==> config.mk <==
export PLATFORM = sky130hd
export DESIGN_NAME = fetch_stage
export DESIGN_NICKNAME = d
export VERILOG_FILES = /design/src/rtl/fetch_pkg.sv /design/src/rtl/fetch_fifo.sv /design/src/rtl/fetch_stage.sv
export SDC_FILE = /design/constraint.sdc
export NUM_CORES = 1
export LEC_CHECK = 0
export ABC_AREA = 1
export BUFFER_PORTS_ARGS = -buffer_cell sky130_fd_sc_hd__buf_4
export CAP_MARGIN = 15
export CORE_UTILIZATION = 40
export DETAILED_ROUTE_END_ITERATION = 7
export GPL_ROUTABILITY_DRIVEN = 0
export GPL_TIMING_DRIVEN = 1
export HOLD_SLACK_MARGIN = 0.02
export SYNTH_ARGS = -nofsm -noshare
export SYNTH_HDL_FRONTEND = slang
export SYNTH_SLANG_ARGS = --single-unit
==> constraint.sdc <==
create_clock -name clk -period 14.41 [get_ports clk]
set_clock_uncertainty 0.05 [all_clocks]
set_input_delay 0.7205 -clock clk [delete_from_list [all_inputs] [get_ports clk]]
set_output_delay 0.7205 -clock clk [all_outputs]
set_load 0.005 [all_outputs]
==> src/rtl/fetch_pkg.sv <==
// Shared fetch/decode definitions: FSM encoding, default program size, buffer entry layout.
package fetch_pkg;

   localparam int PROG_WORDS_DFLT = 6;

   typedef enum logic [1:0] {
      ST_IDLE = 2'd0,
      ST_RUN  = 2'd1,
      ST_DONE = 2'd2
   } fetch_state_t;

   typedef struct packed {
      logic [31:0] pc;
      logic [31:0] inst;
   } fetch_entry_t;

endpackage

==> src/rtl/fetch_fifo.sv <==
// Small FIFO of fetch entries; head is registered storage, visible the cycle after push.
// Latency: 1 cycle push-to-head when empty; flush clears occupancy in one cycle.
// Backpressure: push is accepted only when not full or when a pop happens in the same cycle.
module fetch_fifo
   import fetch_pkg::*;
#(
   parameter int DEPTH = 2
) (
   input  logic         clk,
   input  logic         rst,
   input  logic         push,
   input  fetch_entry_t push_dat,
   input  logic         pop,
   input  logic         flush,
   output logic         full,
   output logic         empty,
   output fetch_entry_t head_dat
);

   localparam int AW = (DEPTH > 1) ? $clog2(DEPTH) : 1;
   localparam int CW = $clog2(DEPTH + 1);

   fetch_entry_t   mem [DEPTH];
   logic [AW-1:0]  rd_ptr;
   logic [AW-1:0]  wr_ptr;
   logic [CW-1:0]  count;
   logic           do_push;
   logic           do_pop;

   assign full     = (count == CW'(DEPTH));
   assign empty    = (count == '0);
   assign do_pop   = pop && !empty;
   assign do_push  = push && (!full || do_pop);
   assign head_dat = mem[rd_ptr];

   always_ff @(posedge clk) begin
      if (rst) begin
         rd_ptr <= '0;
         wr_ptr <= '0;
         count  <= '0;
         for (int i = 0; i < DEPTH; i++) mem[i] <= '0;
      end else if (flush) begin
         rd_ptr <= '0;
         wr_ptr <= '0;
         count  <= '0;
      end else begin
         if (do_push) begin
            mem[wr_ptr] <= push_dat;
            wr_ptr      <= (wr_ptr == AW'(DEPTH - 1)) ? '0 : wr_ptr + 1'b1;
         end
         if (do_pop)
            rd_ptr <= (rd_ptr == AW'(DEPTH - 1)) ? '0 : rd_ptr + 1'b1;
         case ({do_push, do_pop})
            2'b10:   count <= count + 1'b1;
            2'b01:   count <= count - 1'b1;
            default: count <= count;
         endcase
      end
   end

endmodule

==> src/rtl/fetch_stage.sv <==
// Instruction fetch: walks pc over a combinational imem into a 2-entry output buffer.
// Latency: 1 cycle from fetch to out_* when the buffer is empty.
// Backpressure: out_ready=0 fills the buffer, then pc stalls until a pop frees a slot.
module fetch_stage
   import fetch_pkg::*;
#(
   parameter int PROG_WORDS = PROG_WORDS_DFLT,
   parameter int FIFO_DEPTH = 2
) (
   input  logic        clk,
   input  logic        rst,
   input  logic        start,
   output logic [31:0] imem_addr,
   input  logic [31:0] imem_data,
   input  logic        redirect,
   input  logic [31:0] redirect_target,
   output logic        out_valid,
   output logic [31:0] out_inst,
   output logic [31:0] out_pc,
   input  logic        out_ready,
   output logic        done
);

   localparam logic [31:0] PC_END = 32'(PROG_WORDS);

   fetch_state_t state;
   logic [31:0]  pc;
   logic         buf_full;
   logic         buf_empty;
   logic         redirect_eff;
   logic         pop;
   logic         fetch;
   fetch_entry_t head;
   fetch_entry_t push_dat;

   // A redirect flushes the buffer, so any handshake in that cycle must not count.
   assign redirect_eff = redirect && (state != ST_IDLE);
   assign pop          = out_valid && out_ready && !redirect_eff;
   assign fetch        = (state == ST_RUN) && (pc < PC_END) && !redirect_eff &&
                         (!buf_full || pop);
   assign push_dat     = '{pc: pc, inst: imem_data};

   assign imem_addr = pc;
   assign out_valid = !buf_empty;
   assign out_inst  = head.inst;
   assign out_pc    = head.pc;

   fetch_fifo #(
      .DEPTH (FIFO_DEPTH)
   ) u_fifo (
      .clk      (clk),
      .rst      (rst),
      .push     (fetch),
      .push_dat (push_dat),
      .pop      (pop),
      .flush    (redirect_eff),
      .full     (buf_full),
      .empty    (buf_empty),
      .head_dat (head)
   );

   always_ff @(posedge clk) begin
      if (rst) begin
         state <= ST_IDLE;
         pc    <= '0;
         done  <= 1'b0;
      end else if (redirect_eff) begin
         state <= ST_RUN;
         pc    <= redirect_target;
         done  <= 1'b0;
      end else begin
         case (state)
            ST_IDLE: begin
               if (start) state <= ST_RUN;
            end
            ST_RUN: begin
               if (fetch) pc <= pc + 32'd1;
               if ((pc >= PC_END) && buf_empty) begin
                  state <= ST_DONE;
                  done  <= 1'b1;
               end
            end
            default: begin
               state <= ST_DONE;
            end
         endcase
      end
   end

endmodule
==> results of run 1 <==
[synthesized netlist by cell type (2+ instances only)]
cell                       number  share of area (%)
sky130_fd_sc_hd__edfxtp_1     128                 57
sky130_fd_sc_hd__nor2_1       116                6.4
sky130_fd_sc_hd__mux2_2        64                 11
sky130_fd_sc_hd__inv_1         46                2.5
sky130_fd_sc_hd__nand2_1       45                2.5
sky130_fd_sc_hd__dfxtp_1       40                 12
sky130_fd_sc_hd__a21oi_1       26                1.9
sky130_fd_sc_hd__nand3_1       20                1.5
sky130_fd_sc_hd__o21ai_0       16                1.2
sky130_fd_sc_hd__buf_2         11               0.81
sky130_fd_sc_hd__clkbuf_1       8               0.44
sky130_fd_sc_hd__buf_6          3               0.50
sky130_fd_sc_hd__ha_1           3               0.55
sky130_fd_sc_hd__nor2_2         3               0.28
sky130_fd_sc_hd__buf_1          2               0.11
sky130_fd_sc_hd__nand2_4        2               0.33
sky130_fd_sc_hd__nor2_4         2               0.33
sky130_fd_sc_hd__o211ai_1       2               0.22
sky130_fd_sc_hd__o21bai_1       2               0.22
sky130_fd_sc_hd__or2_2          2               0.18
[metrics by stage]
step	total power, mW	setup slack (ns)
after floorplan	0.6219	7.963
after global placement	0.6757	10.78
after detailed placement	0.6784	10.70
after CTS	1.199	11.09
after global routing	1.228	10.86
final	1.189	11.13
[registers in the layout, indices dropped and copies added (netlist names), named ones only]
| signal | count |
|---|---|
| u_fifo.mem | 128 |
| imem_addr | 32 |
| state | 2 |
| u_fifo.count | 2 |
| done | 1 |
| u_fifo.rd_ptr | 1 |
| u_fifo.wr_ptr | 1 |
[layer usage]
layer  part of all wire, %  up-vias  track usage, %
met5                     0        -               0
li1                      -     2251               -
met4                   1.4        0           6.897
met2                    49      130           28.40
met3                   7.5       19           6.036
met1                    42     2173           19.59
[tightest hold or removal path: stages, from the launching register on]
cell	delay, ns
sky130_fd_sc_hd__dfxtp_1	0.31
sky130_fd_sc_hd__inv_1	0.05
sky130_fd_sc_hd__a21oi_1	0.05
[logic make-up (layout without fill, tap and decap cells)]
kind of cell | after synthesis | after routing | synth area share, %
DFF | 168 | 168 | 68.49
other | 1 | 58 | 0.05530
buffers and inverters | 72 | 250 | 4.520
and+or+nand+nor | 194 | 194 | 11.96
AOI/OAI and AO/OA | 46 | 46 | 3.542
muxes | 64 | 64 | 10.63
xor gates and xnor gates | 2 | 2 | 0.2583
adders and majority gates | 3 | 3 | 0.5536
[power by group]
group | leakage, nW | switching [mW] | internal, mW | total [mW]
clock network | 0.317 | 0.181 | 0.341 | 0.521
logic | 1.99 | 0.0548 | 0.0539 | 0.109
registers | 1.62 | 0.0106 | 0.548 | 0.559
total | 3.93 | 0.246 | 0.943 | 1.19
[cell usage in the layout (no fill, tap or decap), types with 20 or more instances in the layout]
cell and n:
sky130_fd_sc_hd__buf_4 169, sky130_fd_sc_hd__mux2_2 64, sky130_fd_sc_hd__dfxtp_1 39, sky130_fd_sc_hd__a21oi_1 26, sky130_fd_sc_hd__nand3_1 20, sky130_fd_sc_hd__nand2_1 45, sky130_fd_sc_hd__edfxtp_1 128, sky130_fd_sc_hd__nor2_1 116
sky130_fd_sc_hd__conb_1 58, sky130_fd_sc_hd__inv_1 46
[worst min path at each step]
stage,from,slack [ns],end
2_1_floorplan,done$_SDFFE_PP0P_,0.40,done$_SDFFE_PP0P_
3_3_place_gp,done$_SDFFE_PP0P_,0.40,done$_SDFFE_PP0P_
3_5_place_dp,done$_SDFFE_PP0P_,0.41,done$_SDFFE_PP0P_
4_1_cts,done$_SDFFE_PP0P_,0.42,done$_SDFFE_PP0P_
5_1_grt,done$_SDFFE_PP0P_,0.46,done$_SDFFE_PP0P_
6_report,done$_SDFFE_PP0P_,0.42,done$_SDFFE_PP0P_
[area by class of cell]
type | count | area [sq um]
Multi-Input combinational cell | 367 | 2067
Clock buffer | 18 | 429.2
Fill cell | 1481 | 7437
Sequential cell | 168 | 4646
Clock inverter | 14 | 252.7
Tap cell | 220 | 275.3
Inverter | 48 | 180.2
Timing Repair Buffer | 170 | 1296
==> metrics.log, run 1 <==
INFO  metric timing.setup.tns = 0 ns
INFO  metric htreeDepth = 4
INFO  metric number_of_synthesized_register_bits = 168
INFO  metric timing_worst_slew_pin_value = 0.9067 ns
INFO  metric clock_tree_root = sky130_fd_sc_hd__clkbuf_16
INFO  metric initialDrtViolationCount = 239
INFO  metric postPlaceCellArea = 0.008437 sq mm
INFO  metric ys_types = 29
INFO  metric hold_path_depth = 2
INFO  metric numPortBuffers = 166
INFO  metric timing.final.max_slew_violations = 0
INFO  metric maxCapViolCount = 0
INFO  metric number_of_antenna_violations_at_the_first_check_in_global_routing = 0
INFO  metric avgRoutedWirePerCell = 14.22 um
INFO  metric netlist_instances = 550
INFO  metric min_path_type = register to register
INFO  metric die-width = 132.2 um
INFO  metric ys.warnings.count = 0
INFO  metric synth_enable_flop_cells = 128
INFO  metric endpoint_class_of_the_critical_path = register
INFO  metric insertion_delay = 0.43 ns
INFO  metric fmaxAchievable = 0.3051 GHz
INFO  metric ys_async_sr_fraction = 0%
INFO  metric placementRows = 47
INFO  metric run_status = finished, final reports clean
INFO  metric timing.final.setup_violations = 0
INFO  metric postLayoutCellArea = 0.009146 sq mm
INFO  metric detailed_routing_iterations_pass_1 = 4
INFO  metric grt_setup_unrepaired = no
INFO  metric antenna-diode-count = 0
INFO  metric route.antenna.remaining_nets = 0
INFO  metric synth_ff_type = sky130_fd_sc_hd__edfxtp_1
INFO  metric post_route_cells_drive_above_1_share = 35.41%
INFO  metric min_tclk_post_route = 3.277 ns
INFO  metric synth.yosys.seq_area_share = 68.49%
INFO  metric hold_slack = 0.4154 ns
INFO  metric power.leakage = 3.928 nW
INFO  metric first_global_vias = 4565
INFO  metric cts_tree = done
INFO  metric timing.critical_path.max_delay_family = compound AO/OA/AOI/OAI gates
INFO  metric path_cells = inv_1, nand2_1, nand2_2, o211ai_1, inv_2, nand2_4, o21ai_4, buf_4
INFO  metric crit_path_start_kind = register
INFO  metric number_of_buffers_inserted_during_clock_tree_synthesis = 17
INFO  metric worst-r2r-cell-count = 8
INFO  metric initial_utilization = 40.89%
INFO  metric detail_route.drc_violations = 0
INFO  metric critPathBufInv = 3
INFO  metric critical_path_arrival = 3.29 ns
INFO  metric globalRouteOverflowTotal = 0
INFO  metric final_routed_wirelength = 14290 um
INFO  metric routed-via-count = 4573
INFO  metric final-instance-count-excl-fill = 1005
INFO  metric placedCellCount = 972
INFO  metric r2r-start = state[0]$_SDFFE_PP0P_
INFO  metric syn-cell-area = 0.006782 sq mm
INFO  metric cts.sinks = 168
INFO  metric ctsResizeCount = 0
INFO  metric r2r_setup_slk = 11.13 ns
INFO  metric largest_fanout_on_the_critical_path = 39
INFO  metric vias_per_cell = 4.550
INFO  metric clkSlewWorstSetupHoldPaths = 0.06 ns
INFO  metric reg2reg_to = u_fifo.mem[1][62]$_SDFFCE_PN0P_
INFO  metric end_of_the_critical_path = u_fifo.mem[1][62]$_SDFFCE_PN0P_
INFO  metric io_pins = 167
INFO  metric final_core_utilization = 55.15%
INFO  metric dpl.hpwl = 9398 um
INFO  metric maximum_buffer_depth_of_the_clock_tree = 2
INFO  metric grt_start_max_net_pins = 65
INFO  metric hold_buffers = 0
INFO  metric area_growth = 34.87%
INFO  metric nNetsFinal = 844
INFO  metric grt_first_pass_wirelength = 22540 um
INFO  metric critical_path_required = 14.42 ns
INFO  metric final-hold-violation-count = 0
INFO  metric die_area = 0.01748 sq mm
INFO  metric finalCritPeriodShare = 22.74%
INFO  metric worst_slew_margin_rel = 39.55%
INFO  metric crit_cells = 8
INFO  metric cp-startpoint = state[0]$_SDFFE_PP0P_
INFO  metric power_density = 130.0 mW/mm^2
INFO  metric vdd.ir_drop.worst = 88.32 uV
INFO  metric cp_slowest_stage_delay = 0.75 ns
INFO  metric core_area = 0.01658 sq mm
INFO  metric cp_slowest_cell = sky130_fd_sc_hd__o21ai_4
INFO  metric setup.worst_path.class = register to register
INFO  metric grt_usage = 16.88%
INFO  metric vertical_die_dimension = 132.2 um
INFO  metric syn_area_per_cell = 12.33 sq um
INFO  metric post_cts_buffers = 0
No activity file was read; power rests on OpenSTA's default activity.
==> run 2: changes to the inputs <==
--- a/config.mk
+++ b/config.mk
@@ -5,7 +5,7 @@
 export SDC_FILE = /design/constraint.sdc
 export NUM_CORES = 1
 export LEC_CHECK = 0
-export ABC_AREA = 1
+export ABC_AREA = 0
 export BUFFER_PORTS_ARGS = -buffer_cell sky130_fd_sc_hd__buf_4
 export CAP_MARGIN = 15
 export CORE_UTILIZATION = 40
@@ -13,6 +13,7 @@
 export GPL_ROUTABILITY_DRIVEN = 0
 export GPL_TIMING_DRIVEN = 1
 export HOLD_SLACK_MARGIN = 0.02
+export PLACE_DENSITY = 0.65
 export SYNTH_ARGS = -nofsm -noshare
 export SYNTH_HDL_FRONTEND = slang
 export SYNTH_SLANG_ARGS = --single-unit
==> constraint.sdc (replaced) <==
create_clock -name clk -period 3 [get_ports clk]
set_clock_uncertainty 0.05 [all_clocks]
set_input_delay 0.15 -clock clk [delete_from_list [all_inputs] [get_ports clk]]
set_output_delay 0.15 -clock clk [all_outputs]
set_load 0.005 [all_outputs]
==> run 2 against run 1 <==
  * Critical path depth down 1
  * Global-route usage up 0.73 points
  * Cell area up 5.1%
  * First-iteration DRC count up 5.9%
  * Clock power rose to 3.9 times the previous value
  * Sequential share of layout area down 2.5 points
  * Non-clock buffer count up 67
  * Sequential power rose to 4.8 times the previous value
==> metrics.log, run 2 <==
INFO  metric vertical_die_dimension = 131.6 um
INFO  metric timing_worst_slew_pin_value = 0.8953 ns
INFO  metric pwr-share-comb = 10.9%
INFO  metric initialDrtViolationCount = 253
INFO  metric die_area = 0.01731 sq mm
INFO  metric avgRoutedWirePerCell = 15.09 um
INFO  metric crit_path_start_kind = register
INFO  metric synth_common_cells = sky130_fd_sc_hd__edfxtp_1, sky130_fd_sc_hd__and2_1, sky130_fd_sc_hd__mux2_2, sky130_fd_sc_hd__dfxtp_1, sky130_fd_sc_hd__nand2_1
INFO  metric core_area = 0.01647 sq mm
INFO  metric first_global_vias = 4794
INFO  metric final-hold-violation-count = 0
INFO  metric vdd.ir_drop.worst = 418.3 uV
INFO  metric die-width = 131.6 um
INFO  metric critical_path_arrival = 2.75 ns
INFO  metric vias_per_cell = 4.622
INFO  metric area_growth = 43.19%
INFO  metric insertion_delay = 0.42 ns
INFO  metric power.leakage = 3.952 nW
INFO  metric synth-simple-area-share = 12.00%
INFO  metric cts_tree = done
INFO  metric worst_slew_margin_rel = 40.09%
INFO  metric postPlaceCellArea = 0.008411 sq mm
INFO  metric mostFrequentLayoutCells = sky130_fd_sc_hd__buf_4, sky130_fd_sc_hd__edfxtp_1, sky130_fd_sc_hd__and2_1
INFO  metric hold_buffers = 64
INFO  metric routed-via-count = 4525
INFO  metric synth.top_cells.by_area = sky130_fd_sc_hd__edfxtp_1, sky130_fd_sc_hd__dfxtp_1, sky130_fd_sc_hd__mux2_2
INFO  metric finalCritPeriodShare = 81.61%
INFO  metric placementRows = 47
INFO  metric maxCapViolCount = 0
INFO  metric fmaxAchievable = 0.4085 GHz
INFO  metric maximum_buffer_depth_of_the_clock_tree = 2
INFO  metric ctsResizeCount = 0
INFO  metric clock_tree_root = sky130_fd_sc_hd__clkbuf_16
INFO  metric yosys.cell_count.top_type = sky130_fd_sc_hd__edfxtp_1
INFO  metric htreeDepth = 4
INFO  metric path_cells = nor4_1, nand4_1, nor4_4, inv_1, ha_1, or3_1, a21oi_1
INFO  metric number_of_synthesized_register_bits = 168
INFO  metric dominant_combinational_cell_family_by_area_after_synthesis = simple AND/OR/NAND/NOR gates
INFO  metric ys_types = 37
INFO  metric antenna-diode-count = 0
INFO  metric filler_cell_count = 1359
INFO  metric hold_slack = 0.08039 ns
INFO  metric grt_usage = 17.61%
INFO  metric cp_slowest_cell = sky130_fd_sc_hd__nor4_4
INFO  metric report.power.total = 5.327 mW
INFO  metric nNetsFinal = 818
INFO  metric route.antenna.remaining_nets = 0
INFO  metric min_path_type = input port to register
INFO  metric syn-cell-area = 0.006715 sq mm
INFO  metric ys_async_sr_fraction = 0%
INFO  metric detailed_routing_iterations_pass_1 = 4
INFO  metric io_pins = 167
INFO  metric post_route_cells_drive_above_1_share = 36.36%
INFO  metric registers.top_by_ff_count = u_fifo.mem
INFO  metric clkSlewWorstSetupHoldPaths = 0.06 ns
INFO  metric synth.yosys.seq_area_share = 69.16%
INFO  metric synth_compound_area_share = 4.528%
INFO  metric syn_area_per_cell = 14.73 sq um
INFO  metric power_density = 554.0 mW/mm^2
INFO  metric number_of_antenna_violations_at_the_first_check_in_global_routing = 0
INFO  metric largest_fanout_on_the_critical_path = 7
INFO  metric muxShareOfSynthArea = 10.90%
INFO  metric grt_first_pass_wirelength = 23450 um
INFO  metric mostFrequentLayoutCell = sky130_fd_sc_hd__buf_4
INFO  metric min_tclk_post_route = 2.448 ns
INFO  metric netlist_instances = 456
INFO  metric number_of_buffers_inserted_during_clock_tree_synthesis = 17
INFO  metric cts.sinks = 168
INFO  metric internal_power = 4.152 mW
INFO  metric post_synth_fa_ha_maj_area_fraction = 0.5590%
INFO  metric timing.setup.tns = 0 ns
INFO  metric grt_setup_unrepaired = no
INFO  metric dpl.hpwl = 9065 um
INFO  metric final_routed_wirelength = 14780 um
INFO  metric initial_utilization = 40.78%
INFO  metric globalRouteOverflowTotal = 0
INFO  metric synth_ff_type = sky130_fd_sc_hd__edfxtp_1
INFO  metric netlist.area_leader.share = 57.24%
INFO  metric detail_route.drc_violations = 0
INFO  metric postLayoutCellArea = 0.009615 sq mm
INFO  metric grt_start_max_net_pins = 65
INFO  metric endpoint_class_of_the_critical_path = register
INFO  metric clkPwrFrac = 38.5%
INFO  metric critical_path_required = 3.30 ns
INFO  metric post-synth-top-area-cell = sky130_fd_sc_hd__edfxtp_1
INFO  metric numPortBuffers = 166
INFO  metric seq_power_share = 50.6%
INFO  metric post_synth_xor_area_fraction = 0.5217%
INFO  metric post_cts_buffers = 0
INFO  metric run_status = finished, final reports clean
INFO  metric timing.final.max_slew_violations = 0
INFO  metric timing.final.setup_violations = 0
INFO  metric cp_slowest_stage_delay = 0.49 ns
INFO  metric power.switching_fraction = 22.06%
INFO  metric setup.worst_path.class = register to register
INFO  metric largest_register_ffs = 128
INFO  metric synth_enable_flop_cells = 128
INFO  metric p_switching = 1.175 mW
INFO  metric ys.warnings.count = 0
## run 2: cell count changes in the layout (fill, tap and decap cells not counted), sizes merged, moves of 4 or more
cell         previous run  this run
a21oi                  26        21
a22o                    0        12
and2                    0        70
bufinv                  7         0
clkinvlp                4         0
dlygate4sd3             0        64
inv                    47        11
nand2                  48        37
nand3                  20         1
nor2                  121         9
nor3                    1         5
nor4                    0         7
o21ai                  16         2
## run 2: area by class of cell
class | instances | area, sq um | area share [%]
clock buffers | 21 | 503.0 | 5.231
clock inverters | 11 | 61.31 | 0.6376
inverters | 5 | 18.77 | 0.1952
multi-input cells | 317 | 2135 | 22.20
flip-flops and latches | 168 | 4646 | 48.31
well taps | 220 | 275.3 | 2.863
repair buffers | 237 | 1977 | 20.56
## run 2: critical path, delay by kind of cell, from the launching register on
kind	cells	cell delay, ns
AND/OR/NAND/NOR	4	1.43
adder cells (fa/ha/maj)	1	0.33
flip-flops	1	0.32
AO/OA/AOI/OAI	1	0.14
buffers and inverters	1	0.09
## run 2: worst paths after layout
| kind | from | endpoint | slack (ns) | cells past startpoint |
|---|---|---|---|---|
| setup / recovery | imem_addr[3]$_SDFFE_PP0P_ | u_fifo.count[1]$_SDFFE_PP0P_ | 0.55 | 7 |
| hold / removal | rst | imem_addr[20]$_SDFFE_PP0P_ | 0.08 | 2 |
| setup reg to reg | imem_addr[3]$_SDFFE_PP0P_ | u_fifo.count[1]$_SDFFE_PP0P_ | 0.55 | 7 |
| hold reg to reg | done$_SDFFE_PP0P_ | done$_SDFFE_PP0P_ | 0.41 | 2 |
## run 2: power groups by stage
| stage | logic, mW | clock network (mW) | registers [mW] |
|---|---|---|---|
| 6_report | 0.581 | 2.05 | 2.69 |
| 5_1_grt | 0.631 | 2.18 | 2.71 |
| 4_1_cts | 0.582 | 2.10 | 2.69 |
| 3_5_place_dp | 0.512 | 0 | 2.74 |
| 3_3_place_gp | 0.508 | 0 | 2.73 |
| 2_1_floorplan | 0.234 | 0 | 2.73 |
## run 2: cells by family (layout without fill, tap and decap cells)
kind of cell	count (synthesis)	after routing
flip-flops	168	168
AND/OR/NAND/NOR	141	141
multiplexers	65	65
AO/OA/AOI/OAI	46	46
buffers and inverters	28	274
XOR/XNOR	4	4
adder cells (fa/ha/maj)	3	3
other	1	58
## run 2: stage by stage
step	setup slack (ns)	util, %	std cells
after floorplan	0.3798	-	513
after global placement	0.6000	51.08	883
after detailed placement	0.5347	51.08	883
after CTS	0.5177	58.40	979
after global routing	0.2680	58.40	979
final	0.5518	58.40	979
## run 2: layer usage
layer / up-vias / global-route usage [%] / part of all wire (%)
li1: 2183 / - / -
met1: 2173 / 19.49 / 40
met2: 143 / 31.28 / 52
met3: 26 / 4.900 / 5.6
met4: 0 / 7.946 / 2.1
met5: - / 0 / 0
